File: config.mk
export PLATFORM = sky130hd
export DESIGN_NAME = alu_op_sequencer
export DESIGN_NICKNAME = d
export VERILOG_FILES = /design/src/rtl/alu_op_sequencer.sv
export SDC_FILE = /design/constraint.sdc
export NUM_CORES = 1
export LEC_CHECK = 0
export ABC_AREA = 1
export BUFFER_PORTS_ARGS = -buffer_cell sky130_fd_sc_hd__buf_2
export CORE_MARGIN = 5
export CORE_UTILIZATION = 45
export CTS_CLUSTER_SIZE = 16
export DETAILED_ROUTE_END_ITERATION = 6
export PLACE_DENSITY = 0.63
export SLEW_MARGIN = 20
export SYNTH_ARGS = -nofsm -noshare
export SYNTH_HDL_FRONTEND = slang
export SYNTH_SLANG_ARGS = --single-unit
export TNS_END_PERCENT = 100
File: constraint.sdc
create_clock -name clk -period 2.3 [get_ports clk]
set_clock_uncertainty 0.2 [all_clocks]
set_input_delay 0.23 -clock clk [delete_from_list [all_inputs] [get_ports clk]]
set_output_delay 0.23 -clock clk [all_outputs]
set_load 0.02 [all_outputs]
File: src/rtl/alu_op_sequencer.sv
// Program-driven sequencer for the shared 8-bit ALU: fetches opcodes, streams operand pairs,
// returns results. Optional macro SEQ_DIVZ_HALT_EN aborts the program on a divide-by-zero result.
module alu_op_sequencer #(
  parameter int PROG_DEPTH = 16,
  parameter int ALU_LAT    = 1
) (
  input  logic       clk,
  input  logic       reset,
  input  logic       prog_we,
  input  logic [3:0] prog_addr,
  input  logic [3:0] prog_data,
  input  logic [4:0] prog_len,
  input  logic       start,
  output logic       busy,
  output logic       done,
  input  logic       in_valid,
  output logic       in_ready,
  input  logic [7:0] in_a,
  input  logic [7:0] in_b,
  output logic [3:0] alu_op,
  output logic [7:0] alu_a,
  output logic [7:0] alu_b,
  output logic       alu_load,
  output logic [2:0] alu_attr,
  input  logic [7:0] alu_out,
  input  logic [8:0] alu_flag,
  output logic       res_valid,
  input  logic       res_ready,
  output logic [7:0] res_out,
  output logic [8:0] res_flag,
  output logic [3:0] res_op,
`ifdef SEQ_DIVZ_HALT_EN
  output logic       err,
`endif
  output logic [2:0] state_dbg
);

  // Handshakes: a transfer occurs on a rising edge where valid and ready are both high.
  // in_ready is a pure function of state; res_valid stays high until its transfer edge.
  typedef enum logic [2:0] {
    S_IDLE    = 3'd0,
    S_FETCH   = 3'd1,
    S_COLLECT = 3'd2,
    S_EXEC    = 3'd3,
    S_OUTPUT  = 3'd4
  } state_t;

  state_t     state, state_nxt;
  logic [3:0] mem [PROG_DEPTH];
  logic [3:0] pc;
  logic [4:0] len_q, len_eff;
  logic [2:0] pair_cnt, lat_cnt, npair;
  logic       in_fire, res_fire, last_pair, lat_hit, last_instr, abort_run;

  assign len_eff    = (prog_len > 5'd16) ? 5'd16 : prog_len;
  assign busy       = (state != S_IDLE);
  assign in_ready   = (state == S_COLLECT);
  assign state_dbg  = state;
  assign in_fire    = in_ready & in_valid;
  assign res_fire   = (state == S_OUTPUT) & res_ready;
  assign last_pair  = (pair_cnt == npair - 3'd1);
  assign lat_hit    = (lat_cnt == 3'(ALU_LAT));
  assign last_instr = (({1'b0, pc} + 5'd1) == len_q);

`ifdef SEQ_DIVZ_HALT_EN
  assign abort_run = (res_op == 4'd3) && res_flag[0];
`else
  assign abort_run = 1'b0;
`endif

  // Tournament opcodes take several attribute pairs before the ALU result is meaningful.
  always_comb begin
    npair = 3'd1;
    if (alu_op == 4'd13 || alu_op == 4'd14) npair = 3'd2;
    else if (alu_op == 4'd15)               npair = 3'd5;
  end

  always_ff @(posedge clk) begin
    if (reset && state == S_IDLE && prog_we) mem[prog_addr] <= prog_data;
  end

  always_ff @(posedge clk) begin
    if (!reset) state <= S_IDLE;
    else        state <= state_nxt;
  end

  always_comb begin
    state_nxt = state;
    case (state)
      S_IDLE:    if (start && len_eff != 5'd0) state_nxt = S_FETCH;
      S_FETCH:   state_nxt = S_COLLECT;
      S_COLLECT: if (in_fire && last_pair) state_nxt = S_EXEC;
      S_EXEC:    if (lat_hit) state_nxt = S_OUTPUT;
      S_OUTPUT:  if (res_fire) state_nxt = (abort_run || last_instr) ? S_IDLE : S_FETCH;
      default:   state_nxt = S_IDLE;
    endcase
  end

  always_ff @(posedge clk) begin
    if (!reset) begin
      pc        <= '0;
      len_q     <= '0;
      pair_cnt  <= '0;
      lat_cnt   <= '0;
      done      <= 1'b0;
      alu_load  <= 1'b0;
      res_valid <= 1'b0;
      alu_op    <= '0;
      alu_a     <= '0;
      alu_b     <= '0;
      alu_attr  <= '0;
      res_out   <= '0;
      res_flag  <= '0;
      res_op    <= '0;
`ifdef SEQ_DIVZ_HALT_EN
      err       <= 1'b0;
`endif
    end else begin
      done     <= 1'b0;
      alu_load <= 1'b0;
      case (state)
        S_IDLE: begin
          if (start) begin
            len_q <= len_eff;
            pc    <= '0;
            done  <= (len_eff == 5'd0);
`ifdef SEQ_DIVZ_HALT_EN
            err   <= 1'b0;
`endif
          end
        end
        S_FETCH: begin
          alu_op   <= mem[pc];
          res_op   <= mem[pc];
          pair_cnt <= '0;
        end
        S_COLLECT: begin
          if (in_fire) begin
            alu_a    <= in_a;
            alu_b    <= in_b;
            alu_attr <= pair_cnt;
            alu_load <= 1'b1;
            pair_cnt <= pair_cnt + 3'd1;
            // Latency is counted from the acceptance edge, so this edge is cycle 1.
            lat_cnt  <= 3'd1;
          end
        end
        S_EXEC: begin
          if (lat_hit) begin
            res_out   <= alu_out;
            res_flag  <= alu_flag;
            res_valid <= 1'b1;
          end else begin
            lat_cnt <= lat_cnt + 3'd1;
          end
        end
        S_OUTPUT: begin
          if (res_fire) begin
            res_valid <= 1'b0;
            if (abort_run) begin
              pc <= '0;
`ifdef SEQ_DIVZ_HALT_EN
              err <= 1'b1;
`endif
            end else if (last_instr) begin
              done <= 1'b1;
              pc   <= '0;
            end else begin
              pc <= pc + 4'd1;
            end
          end
        end
        default: ;
      endcase
    end
  end

endmodule

Yosys cells after proc, flatten, opt, wreduce, memory -nomap -nowiden
Memories as Yosys holds them, arrays and structs flattened. A register that Yosys moved wholly into a read port is not among the register bits.
Index checks and enable logic that the tools add are counted.
- register bits after elaboration: 57
- bits in latches: 0
- memory bits (writable): 64
- memory bits (read-only): 0
- input bits: 52
- output and inout bits: 52
- word-level logic and storage cells: 90
- memories: 1
- add/sub/neg operators: 5
- $mul: 0
- divide/modulo/power cells: 0
- order comparisons: 1
- equality and inequality tests: 17
- shift-type cells: 0
- multiplexer cells: 28
- bitwise gates (word level): 2
- reduce and logical (&&, ||, !) cells: 23
- memory list (name ; depth ; width ; read ports ; clocked after Yosys merged registers in ; write ports ; RTL line ; RTL):
    mem ; 16 ; 4 ; 1 ; 1 ; 1 ; 49 ; logic [3:0] mem [PROG_DEPTH];
- operators by type and width (cell ; number):
    $mux 3 ; 9
    $pmux 3 s5 ; 1
    $eq 4x4->1 const B ; 3
    $mux 4 ; 3
    $pmux 3 s2 ; 2
    $reduce_and 2->1 ; 5
    $mux 1 ; 9
    $reduce_and 3->1 ; 3
    $ne 2x2->1 const B ; 4
    $pmux 4 s2 ; 1
    $reduce_bool 2->1 ; 4
    $add 3x1->3 const B ; 2
    $eq 3x1->1 const B ; 2
    $eq 3x2->1 const B ; 2
    $ne 2x1->1 const B ; 3
    $add 4x1->5 const B ; 1
    $eq 5x5->1 ; 1
    $gt 5x5->1 const B ; 1
    $logic_not 5->1 ; 1
    $mux 5 ; 1
    $reduce_bool 5->1 ; 1
    $add 4x1->4 const B ; 1
    $logic_and 1x1->1 ; 4
    $pmux 1 s2 ; 2
    9 further kinds ; 10

Longest topological paths before layout
- depth in word-level cells: 8
- mapped depth: 12
- gate-level depth less buffers: 12

Worst setup path after synthesis
No wires, ideal clock.
- kind: reg-to-reg
- start point: reg state[0] (netlist: state_dbg[0])
- end point: mem mem[0][0], enable pin
- data arrival time: 1369 ps
- data required time: 1771 ps
- slack: 402 ps
- stages on the path, launching flop included: 6
- path buffers: 0
- period minus slack after synthesis: 1898 ps
- cells stage by stage: dfxtp_1 nor2_1 nand2_1 nor2_1 nand3_1 nor2_1
- longest elaborated chain between the ends: 5
- RTL lines (item ; RTL line ; RTL):
    start: declaration ; 48 ; state_t state, state_nxt;
    start signal: assignment ; 84 ; else state <= state_nxt;
    $logic_not 3->1 ; 79 ; if (reset && state == S_IDLE && prog_we) mem[prog_addr] <= prog_data;
    $logic_and 1x1->1 (2 in series) ; 79 ;
    $mux 1 ; 79 ;
    $mux 1 (not written as such) ; 79 ;
    end: declaration ; 49 ;
No other way between the ends.

Worst setup path after layout
- start point: reg state[1] (netlist: state_dbg[1])
- end point: reg len_q[2]
- longest elaborated chain between the ends: 2
- RTL lines (item ; RTL line ; RTL):
    $logic_not 3->1 ; 121 ; case (state)
    $reduce_and 2->1 (no line) ; - ;
    end signal: assignment ; 124 ; len_q <= len_eff;
    end: declaration ; 51 ; logic [4:0] len_q, len_eff;
No other way between the ends.
A chain may end at the register's enable or synchronous reset.

==> summary.md <==
| Metric | Value |
|---|---|
| Overflow after GRT | 0 |
| Crit path cell chain | inv_1 -> nand2_1 -> inv_1 -> nand2_1 -> a21oi_1 -> dlygate4sd3_1 -> a211oi_1 |
| Syn Nets | ~630 |
| WS Path Type | flop to flop |
| Sequential fraction of the synthesis area | 0.601 |
| 1st-iter DRT viols | 276 |
| Filler cells | around 960 |
| Delay-heaviest family, CP | buffers and inverters |
| Final ANT Viol Nets | 0 |
| CTS Buf Count | 17 |
| FF/Latch Area | about 0.0031 mm^2 |
| Minimum clock period | ~2.1 ns |
| Post-route cell area | about 0.0069 mm^2 |
| Period utilization | 0.906 |
| Fin. Hold Viols | 0 |
| Worst EP arrival | approximately 2.2 ns |
| Max-cap violation count | 0 |
| Drc violations | 0 |
| Setup TNS | 0 ns |
| Drt wl/cell | approximately 15 um |
| Post-Layout Cell Count | around 870 |
| Die area | approximately 0.014 mm^2 |
| Cell area after placement | roughly 0.0058 mm^2 |
| Placed Cells | roughly 800 |
| Final core area utilization | 0.601 |
| Slew margin rel. | 0.618 |
| Multi-input logic area | 0.00175 mm^2 |
| Starting density of the core | 0.458 |
| Initial antenna violation count | 1 |
| DP HPWL | 8720 um |
| Leakage | between 2 and 3 nW |
| Max-slew violation count | 0 |
| Most common cell after layout, fill and taps aside | nor2_1 |
| # rows | 39 |
| Post_cts resized | 0 |
| Crit Path Max Fanout | 11 |
| Warnings from Yosys | 0 |
| Synth cell types | 29 |
| RSZ-0062 raised after global routing | no |
| Status | completed |
| Clk Latency, worst-skew pair | about 0.41 ns |
| Final nets | approximately 770 |
| Avg Inst Size Synth | 9.17 um^2 |
| Length of the first detailed-routing pass in iterations | 5 |
| Bufs and invs on worst path | 3 |
| CTS tree | done |
| Core Area | ~0.011 mm^2 |
| Layout cells sized above 1 | 0.214 |
| GRT Util Overall | 0.196 |
| H-Tree Depth | 4 |
| First-pass GRT wire length | between 20,000 and 25,000 um |
| Worst Setup End Kind | flop |
| Critical Path Start Type | flop |
| Vias in the first global route | about 4,300 |
| Setup violators final | 0 |
| Vias | roughly 4,400 |
| Clock buffer depth | 2 |
| Worst-path clk slew | approximately 0.050 ns |
| Critical Path RT | 2.42 ns |
| Crit path largest cell delay | 0.58 ns |
| Hold_ws | approximately 0.038 ns |
| Peak Freq | ~480 MHz |
| Synthesis-to-layout area growth | 31.3% |
| Die Ht | roughly 120 um |
| Post-Syn Area | 0.00523 mm^2 |
| Worst path slowest cell | dlygate4sd3_1 |
| Slew of the pin with the lowest slew margin | 0.572 ns |
| Placer Congestion | 0.841 |
| Most frequent cells in the layout | nor2_1, buf_2, nand2_1 |
| # IOs | between 100 and 150 |
| Port bufs | around 100 |
| HP Class | input pin to flop |
| Yosys reg bits | ~130 |
| Die span in x | ~120 um |
| Largest net degree at the start of global routing | 46 |
| Total wire length | about 13,000 um |
| Via density | about 5.1 |
| Sink Count | between 100 and 150 |
| Power density cells | about 920 mW/mm^2 |
| Clock root cell | clkbuf_16 |
| Worst IR Drop VDD | approximately 0.64 mV |
| Synth Instances | 570 |
## per-stage QoR
stage                     worst slack (ns)  total power [mW]
after floorplan                      0.402              3.18
after global placement               0.386              3.44
after detailed placement             0.353              3.45
after CTS                            0.270              6.38
after global routing                0.0887              6.62
final                                0.215              6.33
## worst register-to-register path, cell delays in order, from the launching register on
cell and delay [ns]:
dfxtp_1 0.41, inv_1 0.08, nand2_1 0.10, inv_1 0.08, nand2_1 0.28, a21oi_1 0.09
dlygate4sd3_1 0.58, a211oi_1 0.18
## registers in the layout, indices dropped and copies added, names as in the netlist
register,cells
pc,4
alu_a,8
state_dbg,3
alu_load,1
pair_cnt,3
lat_cnt,3
done,1
res_valid,1
res_flag,9
alu_b,8
mem,64
res_op,4
res_out,8
len_q,5
alu_attr,3
## repair_timing
action | 4_1_cts | 5_1_grt
setup buffers | 0 | 0
endpoints found under the setup margin | 0 | 0
hold endpoints to repair | 39 | 0
hold buffers | 40 | 0
## cells by family after synthesis
logic type      after synthesis  share of synthesized area
simple gates                266                      0.215
flops                       125                      0.601
buf+inv                      72                     0.0632
compound gates              102                      0.109
fa+ha+maj                     4                    0.00957
xor+xnor                      1                    0.00168
## cell type report
| type | instances | share of cell area |
|---|---|---|
| diodes | 1 | 0.000364 |
| clock buffers | 21 | 0.0656 |
| clock inverters | 11 | 0.0279 |
| inverters | 43 | 0.0235 |
| multi-input cells | 373 | 0.256 |
| flip-flops and latches | 125 | 0.458 |
| well taps | 143 | 0.0261 |
| repair buffers | 152 | 0.143 |
## where the power goes
| group | switching [mW] | internal (mW) | total (mW) |
|---|---|---|---|
| clock network | 0.914 | 1.95 | 2.86 |
| registers | 0.0816 | 2.45 | 2.54 |
| logic | 0.607 | 0.323 | 0.930 |
## metal layers
layer / vias up / wire length [um] / global-route usage
met5: - / 0 / 0
met4: 0 / 223 / 0.0645
met3: 19 / 787 / 0.0706
met2: 130 / 6370 / 0.318
li1: 2212 / - / -
met1: 2078 / 5720 / 0.243
## cells in the mapped netlist
| library cell | n | area share |
|---|---|---|
| a21oi_1 | 18 | 0.017 |
| nand2_1 | 87 | 0.062 |
| o211ai_1 | 17 | 0.024 |
| inv_1 | 38 | 0.027 |
| dfxtp_1 | 61 | 0.23 |
| clkinv_1 | 1 | 0.00072 |
| a211oi_1 | 3 | 0.0043 |
| buf_1 | 3 | 0.0022 |
| a21oi_2 | 2 | 0.0034 |
| buf_2 | 8 | 0.0077 |
| clkbuf_1 | 5 | 0.0036 |
| edfxtp_1 | 64 | 0.37 |
| inv_2 | 4 | 0.0029 |
| clkbuf_2 | 1 | 0.00096 |
| xnor2_1 | 1 | 0.0017 |
| nand2_2 | 3 | 0.0036 |
| or2_2 | 1 | 0.0012 |
| nor2_1 | 113 | 0.081 |
| nand3_1 | 50 | 0.048 |
| buf_4 | 11 | 0.016 |
| buf_6 | 1 | 0.0022 |
| ha_1 | 4 | 0.0096 |
| o21ai_0 | 53 | 0.051 |
| nor2_4 | 2 | 0.0043 |
| o22ai_1 | 2 | 0.0024 |
| o21ai_1 | 7 | 0.0067 |
| nor3_2 | 1 | 0.0019 |
| nor3_4 | 1 | 0.0031 |
| nand4_1 | 8 | 0.0096 |
## path summary, 6_finish.rpt
check	from	end	depth (start not counted)	slack, ns
setup / recovery	state_dbg[1]$_SDFFE_PN0P_	len_q[2]$_SDFFE_PN0P_	7	0.22
hold / removal	prog_data[0]	mem[13][0]$_DFFE_PP_	1	0.04
hold reg to reg	alu_b[6]$_SDFFE_PN0P_	alu_b[6]$_SDFFE_PN0P_	2	0.27
setup reg to reg	state_dbg[1]$_SDFFE_PN0P_	len_q[2]$_SDFFE_PN0P_	7	0.22
No activity file was read; power rests on OpenSTA's default activity.
